File: src/rtl/pipe_pkg.sv
// pipe_pkg: shared types and constants for the pipeline stall/flush sequencer.
//   state_e : sequencer states (INIT, RUN, LD_STALL, MEM_WAIT)
//   ctrl_t  : packed enable/flush bundle driven to the stage registers
//   CTRL_*  : canned bundles for each pipeline situation
package pipe_pkg;

    localparam int unsigned WAIT_W = 8;   // memory-wait counter width
    localparam int unsigned BUB_W  = 2;   // load-use bubble counter width
    localparam int unsigned PERF_W = 32;  // performance counter width

    typedef enum logic [1:0] {
        ST_INIT,
        ST_RUN,
        ST_LD_STALL,
        ST_MEM_WAIT
    } state_e;

    typedef struct packed {
        logic pc_en;
        logic if_id_en;
        logic id_ex_en;
        logic ex_mem_en;
        logic mem_wb_en;
        logic if_id_flush;
        logic id_ex_flush;
        logic mem_wb_flush;
    } ctrl_t;

    // Free-running pipeline.
    localparam ctrl_t CTRL_BASE = '{pc_en: 1'b1, if_id_en: 1'b1, id_ex_en: 1'b1,
                                    ex_mem_en: 1'b1, mem_wb_en: 1'b1,
                                    if_id_flush: 1'b0, id_ex_flush: 1'b0,
                                    mem_wb_flush: 1'b0};
    // Out of reset: hold PC, clear every stage that can carry a NOP.
    localparam ctrl_t CTRL_INIT = '{pc_en: 1'b0, if_id_en: 1'b1, id_ex_en: 1'b1,
                                    ex_mem_en: 1'b1, mem_wb_en: 1'b1,
                                    if_id_flush: 1'b1, id_ex_flush: 1'b1,
                                    mem_wb_flush: 1'b1};
    // Taken branch: squash the two younger instructions, PC loads target.
    localparam ctrl_t CTRL_BR   = '{pc_en: 1'b1, if_id_en: 1'b1, id_ex_en: 1'b1,
                                    ex_mem_en: 1'b1, mem_wb_en: 1'b1,
                                    if_id_flush: 1'b1, id_ex_flush: 1'b1,
                                    mem_wb_flush: 1'b0};
    // Load-use: hold IF/ID, inject a bubble into EX.
    localparam ctrl_t CTRL_LD   = '{pc_en: 1'b0, if_id_en: 1'b0, id_ex_en: 1'b1,
                                    ex_mem_en: 1'b1, mem_wb_en: 1'b1,
                                    if_id_flush: 1'b0, id_ex_flush: 1'b1,
                                    mem_wb_flush: 1'b0};
    // Memory wait: freeze everything up to MEM, bubble into WB.
    localparam ctrl_t CTRL_FRZ  = '{pc_en: 1'b0, if_id_en: 1'b0, id_ex_en: 1'b0,
                                    ex_mem_en: 1'b0, mem_wb_en: 1'b1,
                                    if_id_flush: 1'b0, id_ex_flush: 1'b0,
                                    mem_wb_flush: 1'b1};

endpackage

File: src/rtl/pipe_perf_cnt.sv
// pipe_perf_cnt: saturating event counter for pipeline statistics.
//   i_clk, i_rst_n : clock, asynchronous active-low reset (clears to 0)
//   i_inc          : count one event this cycle
//   o_cnt          : current count, sticks at all-ones
module pipe_perf_cnt
    import pipe_pkg::*;
#(
    parameter int unsigned W = PERF_W
) (
    input  logic         i_clk,
    input  logic         i_rst_n,
    input  logic         i_inc,
    output logic [W-1:0] o_cnt
);

    logic [W-1:0] cnt_q, cnt_d;

    always_comb begin
        cnt_d = cnt_q;
        if (i_inc && (cnt_q != '1)) begin
            cnt_d = cnt_q + 1'b1;
        end
    end

    always_ff @(posedge i_clk or negedge i_rst_n) begin
        if (!i_rst_n) begin
            cnt_q <= '0;
        end else begin
            cnt_q <= cnt_d;
        end
    end

    assign o_cnt = cnt_q;

endmodule

File: src/rtl/pipe_ctrl.sv
// pipe_ctrl: stall/flush sequencer for the 5-stage pipeline.
//   i_clk, i_rst_n      : clock, asynchronous active-low reset
//   i_ld_use            : load-use hazard between EX and ID
//   i_br_taken          : branch in EX resolved taken
//   i_lsu_req/i_lsu_ack : MEM-stage memory access and its completion
//   o_pc_en, o_*_en     : PC and pipeline register enables
//   o_*_flush           : load NOP into IF/ID, ID/EX, MEM/WB
//   o_bus_err           : sticky, a memory wait hit MEM_TIMEOUT
// Optional (macro PIPE_CTRL_PERF_EN): o_stall_cycles, o_flush_cnt.
module pipe_ctrl
    import pipe_pkg::*;
#(
    parameter int unsigned LD_BUBBLES  = 1,
    parameter int unsigned MEM_TIMEOUT = 16
) (
    input  logic        i_clk,
    input  logic        i_rst_n,
    input  logic        i_ld_use,
    input  logic        i_br_taken,
    input  logic        i_lsu_req,
    input  logic        i_lsu_ack,
    output logic        o_pc_en,
    output logic        o_if_id_en,
    output logic        o_id_ex_en,
    output logic        o_ex_mem_en,
    output logic        o_mem_wb_en,
    output logic        o_if_id_flush,
    output logic        o_id_ex_flush,
    output logic        o_mem_wb_flush,
    output logic        o_bus_err
`ifdef PIPE_CTRL_PERF_EN
    ,
    output logic [PERF_W-1:0] o_stall_cycles,
    output logic [PERF_W-1:0] o_flush_cnt
`endif
);

    localparam logic [BUB_W-1:0]  BUB_LOAD = BUB_W'(LD_BUBBLES - 1);
    localparam logic [WAIT_W-1:0] WAIT_MAX = WAIT_W'(MEM_TIMEOUT);

    state_e            state_q, state_d;
    logic [WAIT_W-1:0] wait_q, wait_d, wait_inc;
    logic [BUB_W-1:0]  bub_q, bub_d, bub_dec;
    logic              bus_err_q, bus_err_d;
    logic              mem_wait, timeout;
    ctrl_t             run_ctrl, ctrl;

    always_comb begin
        mem_wait = i_lsu_req & ~i_lsu_ack;
        wait_inc = (wait_q == '1) ? wait_q : wait_q + 1'b1;
        timeout  = (wait_inc >= WAIT_MAX);
        bub_dec  = (bub_q == '0) ? '0 : bub_q - 1'b1;
        // RUN outputs with the memory condition ignored; also the release bundle.
        if (i_br_taken) begin
            run_ctrl = CTRL_BR;
        end else if (i_ld_use) begin
            run_ctrl = CTRL_LD;
        end else begin
            run_ctrl = CTRL_BASE;
        end
    end

    always_comb begin
        state_d   = state_q;
        wait_d    = wait_q;
        bub_d     = bub_q;
        bus_err_d = bus_err_q;
        ctrl      = CTRL_BASE;
        case (state_q)
            ST_INIT: begin
                ctrl    = CTRL_INIT;
                state_d = ST_RUN;
                wait_d  = '0;
                bub_d   = '0;
            end
            ST_RUN: begin
                if (mem_wait) begin
                    ctrl    = CTRL_FRZ;
                    wait_d  = WAIT_W'(1);
                    state_d = ST_MEM_WAIT;
                end else begin
                    ctrl = run_ctrl;
                    if (!i_br_taken && i_ld_use && (LD_BUBBLES > 1)) begin
                        bub_d   = BUB_LOAD;
                        state_d = ST_LD_STALL;
                    end
                end
            end
            ST_LD_STALL: begin
                if (mem_wait) begin
                    ctrl    = CTRL_FRZ;
                    wait_d  = WAIT_W'(1);
                    bub_d   = '0;
                    state_d = ST_MEM_WAIT;
                end else begin
                    ctrl  = CTRL_LD;
                    bub_d = bub_dec;
                    if (bub_dec == '0) begin
                        state_d = ST_RUN;
                    end
                end
            end
            ST_MEM_WAIT: begin
                // Ack wins over a coinciding timeout, so no error in that case.
                if (i_lsu_ack || timeout) begin
                    ctrl    = run_ctrl;
                    wait_d  = '0;
                    state_d = ST_RUN;
                    if (!i_lsu_ack) begin
                        bus_err_d = 1'b1;
                    end
                end else begin
                    ctrl   = CTRL_FRZ;
                    wait_d = wait_inc;
                end
            end
            default: begin
                ctrl    = CTRL_INIT;
                state_d = ST_INIT;
            end
        endcase
    end

    always_ff @(posedge i_clk or negedge i_rst_n) begin
        if (!i_rst_n) begin
            state_q   <= ST_INIT;
            wait_q    <= '0;
            bub_q     <= '0;
            bus_err_q <= 1'b0;
        end else begin
            state_q   <= state_d;
            wait_q    <= wait_d;
            bub_q     <= bub_d;
            bus_err_q <= bus_err_d;
        end
    end

    assign o_pc_en        = ctrl.pc_en;
    assign o_if_id_en     = ctrl.if_id_en;
    assign o_id_ex_en     = ctrl.id_ex_en;
    assign o_ex_mem_en    = ctrl.ex_mem_en;
    assign o_mem_wb_en    = ctrl.mem_wb_en;
    assign o_if_id_flush  = ctrl.if_id_flush;
    assign o_id_ex_flush  = ctrl.id_ex_flush;
    assign o_mem_wb_flush = ctrl.mem_wb_flush;
    assign o_bus_err      = bus_err_q;

`ifdef PIPE_CTRL_PERF_EN
    logic stall_evt, flush_evt;

    // Outside INIT, an IF/ID flush only ever comes from a taken branch.
    assign stall_evt = (state_q != ST_INIT) && !ctrl.pc_en;
    assign flush_evt = (state_q != ST_INIT) && ctrl.if_id_flush;

    pipe_perf_cnt #(.W(PERF_W)) u_stall_cnt (
        .i_clk   (i_clk),
        .i_rst_n (i_rst_n),
        .i_inc   (stall_evt),
        .o_cnt   (o_stall_cycles)
    );

    pipe_perf_cnt #(.W(PERF_W)) u_flush_cnt (
        .i_clk   (i_clk),
        .i_rst_n (i_rst_n),
        .i_inc   (flush_evt),
        .o_cnt   (o_flush_cnt)
    );
`endif

endmodule
File: config.mk
export PLATFORM = sky130hd
export DESIGN_NAME = pipe_ctrl
export DESIGN_NICKNAME = d
export VERILOG_FILES = /design/src/rtl/pipe_pkg.sv /design/src/rtl/pipe_perf_cnt.sv /design/src/rtl/pipe_ctrl.sv
export SDC_FILE = /design/constraint.sdc
export NUM_CORES = 1
export LEC_CHECK = 0
export CORE_MARGIN = 5
export CORE_UTILIZATION = 30
export CTS_CLUSTER_SIZE = 30
export DETAILED_ROUTE_END_ITERATION = 10
export HOLD_SLACK_MARGIN = 0.06
export PLACE_DENSITY_LB_ADDON = 0.08
export SYNTH_ARGS = -nofsm -noshare
export SYNTH_HDL_FRONTEND = slang
export SYNTH_HIERARCHICAL = 1
export SYNTH_SLANG_ARGS = --single-unit
File: constraint.sdc
create_clock -name i_clk -period 5.1 [get_ports i_clk]
set_input_delay 1.02 -clock i_clk [delete_from_list [all_inputs] [get_ports i_clk]]
set_output_delay 1.02 -clock i_clk [all_outputs]
set_load 0.02 [all_outputs]
==> summary.md, run 1 <==
| Metric | Value |
|---|---|
| Levels on crit path | 5 |
| Die area | 0.00394 mm2 |
| Final Total Pwr | 0.000346 W |
| Num Clock Sinks | 13 |
| Post-CTS sizing | 0 |
| Critical-path cell list | clkdlybuf4s50_1, nand2b_1, a21oi_1, o21ai_0, clkdlybuf4s50_1 |
| ANT cells | 0 |
| Static Leakage | 0.471 nW |
| Fmax | 258 MHz |
| Max-slew violation count | 0 |
| Root Buffer | clkbuf_4 |
| Post-route insts no fill | 134 |
| DP HPWL | 1.38 mm |
| Worst-path clk slew | 0.08 ns |
| Unrepaired setup endpoints after global routing | false |
| Ratio of cells with drive above 1 in the final layout | 7.77% |
| Critical path launch point type | input port |
| CTS buffer count | 3 |
| Chip width | 62.8 um |
| GP Congestion | 0.833 |
| H-tree levels | 1 |
| Status | complete, no violations |
| Min-Delay Path Depth | 1 |
| Hold buffers post-CTS | 0 |
| Die Ht | 62.8 um |
| Grt ovf | 0 |
| Setup Skew | 0.00122 ns |
| First-pass GRT wire length | 3.19 mm |
| DP Worst Slack | 1.22 ns |
| Crit path buf inv count | 2 |
| Delay of the slowest cell on the worst path | 0.63 ns |
| Core area | 0.00271 mm2 |
| Mapped Cells | 91 |
| Reg-to-Reg Start | wait_q[0] |
| Clk_lat worst skew | 0.27 ns |
| Post-Syn Area | 836 um2 |
| Final Hold Violating Endpoints | 0 |
| CP dominant cell by count | clkdlybuf4s50_1 |
| Syn avg cell area | 9.18 um2 |
| Detailed Route Iter0 Violations | 27 |
| Synthesis Warnings | 6 |
| Initial antenna violation count | 0 |
| Row count | 19 |
| Total Routed Length | 1.83 mm |
| Total GRT Usage | 10.1% |
| Measured slew at the worst slew-check pin | 0.602 ns |
| Inst Count DP | 130 |
| Final setup viols | 0 |
| Yosys cell types | 34 |
| R2R cell count | 5 |
| Max stage delay cell, worst path | clkdlybuf4s50_1 |
| Min Tclk post-route | 3.88 ns |
| First drt pass iteration count | 4 |
| Post-synthesis sequential area ratio | 38.9% |
| DRT antenna net count | 0 |
| Crit-path leading delay family | buffers and inverters |
| Port Buffers | 13 |
| Initial core utilization | 30.8% |
| Synth Register Bits | 13 |
| Worst Path Arrival | 2.86 ns |
| DR vias | 720 |
| Final nets | 116 |
| Pwr/cell area | 347 mW/mm2 |
| CP endpoint kind | output pin |
| CP Max Fanout | 15 |
| Number of global-route vias before repair | 680 |
| DR vias/cell | 5.37 |
| Hold path startpoint | o_bus_err |
| IO Count | 15 |
| Post-Route Setup TNS | 0 ns |
| Post CTS Setup Buffer Count | 0 |
| Synth-to-Final Area Change | 19.3% |
| Tcrit/Tclk final | 76.0% |
| Required time worst endpoint | 4.08 ns |
| Worst VDD drop | 0.148 mV |
| Hold Crit Class | register to register |
| Rel. slew slack | 59.8% |
| Wirelength per Cell | 13.7 um |
| CTS Buffer Depth | 2 |
| Final worst slack | 1.22 ns |
| Setup crit start | i_lsu_ack |
| CTS tree | yes |
| Critical path class | input port to output pin |
| Drt drc | 0 |
| Synthesized Nets | 103 |
| Max cap viols | 0 |
| Fill count | 295 |
| Largest net degree at the start of global routing | 16 |
metal layers:
layer | vias to the layer above | routed length, um | GRT usage [%]
li1 | 355 | - | -
met1 | 347 | 929 | 13.5
met2 | 16 | 793 | 14.9
met3 | 2 | 95 | 3.06
met4 | 0 | 13 | 3.98
met5 | - | 0 | 0
through the flow:
step	utilization [%]	hold slack [ns]	instance area, um2
floorplan	-	0.453	836
global placement	35.8	0.444	971
detailed placement	35.8	0.445	971
CTS	36.8	0.478	997
global route	36.8	0.517	997
finish	36.8	0.478	997
sequential cells by signal, summed over array words and instances (netlist names):
name       flops
wait_q         8
bub_q          2
state_q        2
o_bus_err      1
synthesized netlist by cell type:
master / number / area [um2]
a21boi_0: 1 / 7.51
a21boi_2: 1 / 11.3
a21o_1: 2 / 15.0
a21oi_1: 4 / 20.0
a221oi_2: 1 / 15.0
a31oi_1: 3 / 18.8
a32o_1: 1 / 10.0
a41o_1: 1 / 10.0
a41oi_1: 1 / 8.76
and3_1: 4 / 25.0
and4_1: 1 / 8.76
buf_4: 2 / 15.0
buf_6: 1 / 11.3
clkbuf_1: 2 / 7.51
conb_1: 1 / 3.75
dfrtp_1: 13 / 325
ha_1: 6 / 75.1
inv_1: 3 / 11.3
nand2_1: 11 / 41.3
nand2b_1: 2 / 12.5
nand3_1: 6 / 30.0
nand4_1: 1 / 6.26
nand4b_1: 1 / 8.76
nor2_1: 6 / 22.5
nor2b_1: 3 / 18.8
nor3_1: 1 / 5.00
nor3_2: 1 / 10.0
nor3b_1: 1 / 7.51
o21ai_0: 4 / 20.0
o21bai_1: 2 / 15.0
o22ai_1: 1 / 6.26
o31ai_2: 1 / 12.5
o41ai_1: 1 / 8.76
or3_4: 1 / 11.3
worst register-to-register path, delay by kind of cell, from the launching register on:
family / cells / cell delay, ns
AOI/OAI and AO/OA: 3 / 0.59
and+or+nand+nor: 1 / 0.44
DFF: 1 / 0.44
adders and majority gates: 1 / 0.31
power breakdown:
| group | internal (W) | switching (W) | leakage (nW) | total (W) |
|---|---|---|---|---|
| Combinational | 0.0000692 | 0.0000878 | 0.287 | 0.000157 |
| Sequential | 0.000112 | 0.0000125 | 0.168 | 0.000125 |
| Clock | 0.0000303 | 0.0000336 | 0.0150 | 0.0000638 |
| Total | 0.000212 | 0.000134 | 0.471 | 0.000346 |
cell type report:
type                    instances  area (um2)  area share (%)
inverters                       3        11.3            1.13
flip-flops and latches         13         325            32.6
well taps                      31        38.8            3.89
multi-input cells              70         465            46.7
repair buffers                 13         130            13.0
clock buffers                   4        26.3            2.63
placed cells by master, fill, tap and decap left out:
master / instances
dfrtp_1: 13
clkdlybuf4s50_1: 13
nand2_1: 11
nand3_1: 6
nor2_1: 6
ha_1: 6
o21ai_0: 4
a21oi_1: 4
and3_1: 4
inv_1: 3
a31oi_1: 3
nor2b_1: 3
clkbuf_4: 3
nand2b_1: 2
o21bai_1: 2
a21o_1: 2
a21boi_2: 1
a41oi_1: 1
nor3_2: 1
o22ai_1: 1
nor3_1: 1
a41o_1: 1
nand4b_1: 1
and4_1: 1
a21boi_0: 1
or3_4: 1
a221oi_2: 1
a32o_1: 1
o31ai_2: 1
nand4_1: 1
nor3b_1: 1
o41ai_1: 1
conb_1: 1
clkbuf_1: 1
worst paths after layout:
kind	to	slack (ns)
max	o_id_ex_flush	1.22
min	o_bus_err	0.48
max reg2reg	wait_q[2]	3.23
min reg2reg	o_bus_err	0.48
max in group asynchronous	wait_q[2]	3.59
min in group asynchronous	state_q[1]	1.12
cell families after synthesis:
| family | Yosys count | share of synthesized area, % |
|---|---|---|
| fa+ha+maj | 6 | 8.98 |
| buf+inv | 8 | 5.39 |
| simple gates | 39 | 24.9 |
| other cells | 1 | 0.449 |
| flops | 13 | 38.9 |
| compound gates | 24 | 21.4 |
Power figures use the tool's default switching activity.
==> run 2: changes to the inputs <==
Clock period 5.1 ns to 3.6 ns, I/O delays scaled along.
==> run 2 against run 1 <==
Effect of this change:
- total power increased by 42%
- critical path type is now register to output pin
- worst hold slack got worse by 0.010 ns
- via count decreased by 2.9%
- flip-flop and latch count unchanged
- first-iteration DRC count increased by 89%
- combinational power increased by 41%
- design area increased by 0.75%
- register-to-register slack got worse by 1.5 ns
==> summary.md, run 2 (synthesis results as in run 1) <==
| Metric | Value |
|---|---|
| Total GRT Usage | 10.3% (was 10.1%) |
| Initial core utilization | 30.8% (unchanged) |
| Measured slew at the worst slew-check pin | 0.591 ns (was 0.602 ns) |
| H-tree levels | 1 (unchanged) |
| Final worst slack | 0.346 ns (was 1.22 ns) |
| DR vias | 699 (was 720) |
| Min-Delay Path Depth | 1 (unchanged) |
| Most frequent cells in the layout | dfrtp_1, clkdlybuf4s50_1, nand2_1 (unchanged) |
| Ratio of cells with drive above 1 in the final layout | 8.65% (was 7.77%) |
| Worst hold endpoint | o_bus_err (unchanged) |
| Die Ht | 62.8 um (unchanged) |
| Chip width | 62.8 um (unchanged) |
| Largest net degree at the start of global routing | 14 (was 16) |
| IO Count | 15 (unchanged) |
| Required time worst endpoint | 2.88 ns (was 4.08 ns) |
| Hold path startpoint | o_bus_err (unchanged) |
| Worst VDD drop | 0.206 mV (was 0.148 mV) |
| CP endpoint kind | output pin (unchanged) |
| Synth-to-Final Area Change | 20.2% (was 19.3%) |
| Port Buffers | 13 (unchanged) |
| Max cap viols | 0 (unchanged) |
| Clk_lat worst skew | 0.27 ns (about the same) |
| CTS tree | yes (unchanged) |
| Static Leakage | 0.475 nW (was 0.471 nW) |
| Drt drc | 0 (unchanged) |
| Final setup viols | 0 (unchanged) |
| DRT antenna net count | 0 (unchanged) |
| Hold Crit Class | register to register (unchanged) |
| Initial antenna violation count | 0 (unchanged) |
| DR vias/cell | 5.18 (was 5.37) |
| Post-CTS sizing | 0 (unchanged) |
| R2R Path End | wait_q[2] (unchanged) |
| Largest Register | wait_q (unchanged) |
| Final nets | 117 (was 116) |
| DP HPWL | 1.42 mm (was 1.38 mm) |
| CTS Buffer Depth | 2 (unchanged) |
| Unrepaired setup endpoints after global routing | false (unchanged) |
| Finished layout cell area | 0.00100 mm2 (was 997 um2) |
| Rel. slew slack | 60.5% (was 59.8%) |
| Setup Skew | 0.00785 ns (was 0.00122 ns) |
| Total Routed Length | 1.82 mm (was 1.83 mm) |
| Row count | 19 (unchanged) |
| CP Max Fanout | 7 (was 15) |
| Post CTS Setup Buffer Count | 0 (unchanged) |
| Largest regs | wait_q x8, bub_q x2, state_q x2 (unchanged) |
| Reg-to-Reg Start | wait_q[0] (unchanged) |
| Core area | 0.00271 mm2 (unchanged) |
| CTS buffer count | 3 (unchanged) |
| Tcrit/Tclk final | 90.4% |
| R2R cell count | 5 (unchanged) |
| Number of global-route vias before repair | 701 (was 680) |
| Hold buffers post-CTS | 0 (unchanged) |
| Min Tclk post-route | 3.25 ns |
| Critical path class | register to output pin (was input port to output pin) |
| ANT cells | 0 (unchanged) |
| Root Buffer | clkbuf_4 (unchanged) |
| Detailed Route Iter0 Violations | 51 (was 27) |
| GP Congestion | 0.815 (was 0.833) |
| Worst-path clk slew | 0.09 ns (was 0.08 ns) |
| Die area | 0.00394 mm2 (unchanged) |
| Grt ovf | 0 (unchanged) |
| Pwr/cell area | 488 mW/mm2 (was 347 mW/mm2) |
| Num Clock Sinks | 13 (unchanged) |
| Max-slew violation count | 0 (unchanged) |
| First-pass GRT wire length | 3.36 mm (was 3.19 mm) |
| Wirelength per Cell | 13.5 um (was 13.7 um) |
| Fmax | 307 MHz |
| Final Hold Violating Endpoints | 0 (unchanged) |
| First drt pass iteration count | 4 (unchanged) |
| Status | complete, no violations (unchanged) |
| Fill count | 300 (was 295) |
| DP Worst Slack | 0.491 ns (was 1.22 ns) |
| Critical path launch point type | register (was input port) |
| Worst Path Arrival | 2.53 ns (was 2.86 ns) |
| Max reg flops | 8 (unchanged) |
| R2r setup slk | 1.72 ns (was 3.23 ns) |
| Post-Route Setup TNS | 0 ns (unchanged) |
| Dpl cell area | 978 um2 (was 971 um2) |
==> run 2: cell count changes in the layout (fill, tap and decap cells not counted), sizes merged <==
cell / before / now
buf: 0 / 1
==> run 2: area by class of cell <==
cell class,count,area (um2),area share (%)
multi-input combinational,70,465,46.3
sequential,13,325,32.4
timing repair buffer,14,138,13.7
tap,31,38.8,3.86
clock buffer,4,26.3,2.62
inverter,3,11.3,1.12
==> run 2: worst max path at each step <==
stage / start / to / slack, ns
3_3_place_gp: i_lsu_req / o_id_ex_flush / 0.48
6_report: wait_q[0] / o_pc_en / 0.35
2_1_floorplan: wait_q[0] / o_id_ex_flush / 1.19
3_5_place_dp: i_lsu_ack / o_pc_en / 0.49
4_1_cts: wait_q[0] / o_pc_en / 0.32
5_1_grt: wait_q[0] / o_pc_en / 0.1
==> run 2: worst max-delay path, cell delays in order, from the launching register on <==
cell             delay, ns
dfrtp_1               0.44
ha_1                  0.31
a31oi_1               0.14
a41oi_1               0.30
o22ai_1               0.23
nor3_1                0.21
clkdlybuf4s50_1       0.63
==> run 2: power by group <==
| part | internal (W) | switching [W] |
|---|---|---|
| clock network | 0.0000429 | 0.0000487 |
| logic | 0.0000981 | 0.000124 |
| registers | 0.000159 | 0.0000182 |
==> run 2: stage by stage <==
step	total power, W	util, %	hold WS, ns	instances
final	0.000490	37.1	0.468	135
after global routing	0.000532	37.1	0.497	135
after CTS	0.000497	37.1	0.478	135
after detailed placement	0.000405	36.1	0.448	131
after global placement	0.000404	36.1	0.447	131
after floorplan	0.000323	-	0.424	91
==> run 2: layer usage <==
layer  routed length [um]  GRT usage, %  up-vias
met5                    0             0        -
met4                   16          5.57        0
met3                   85          2.16        2
met2                  815          14.9       14
met1                  903          14.1      328
li1                     -             -      355
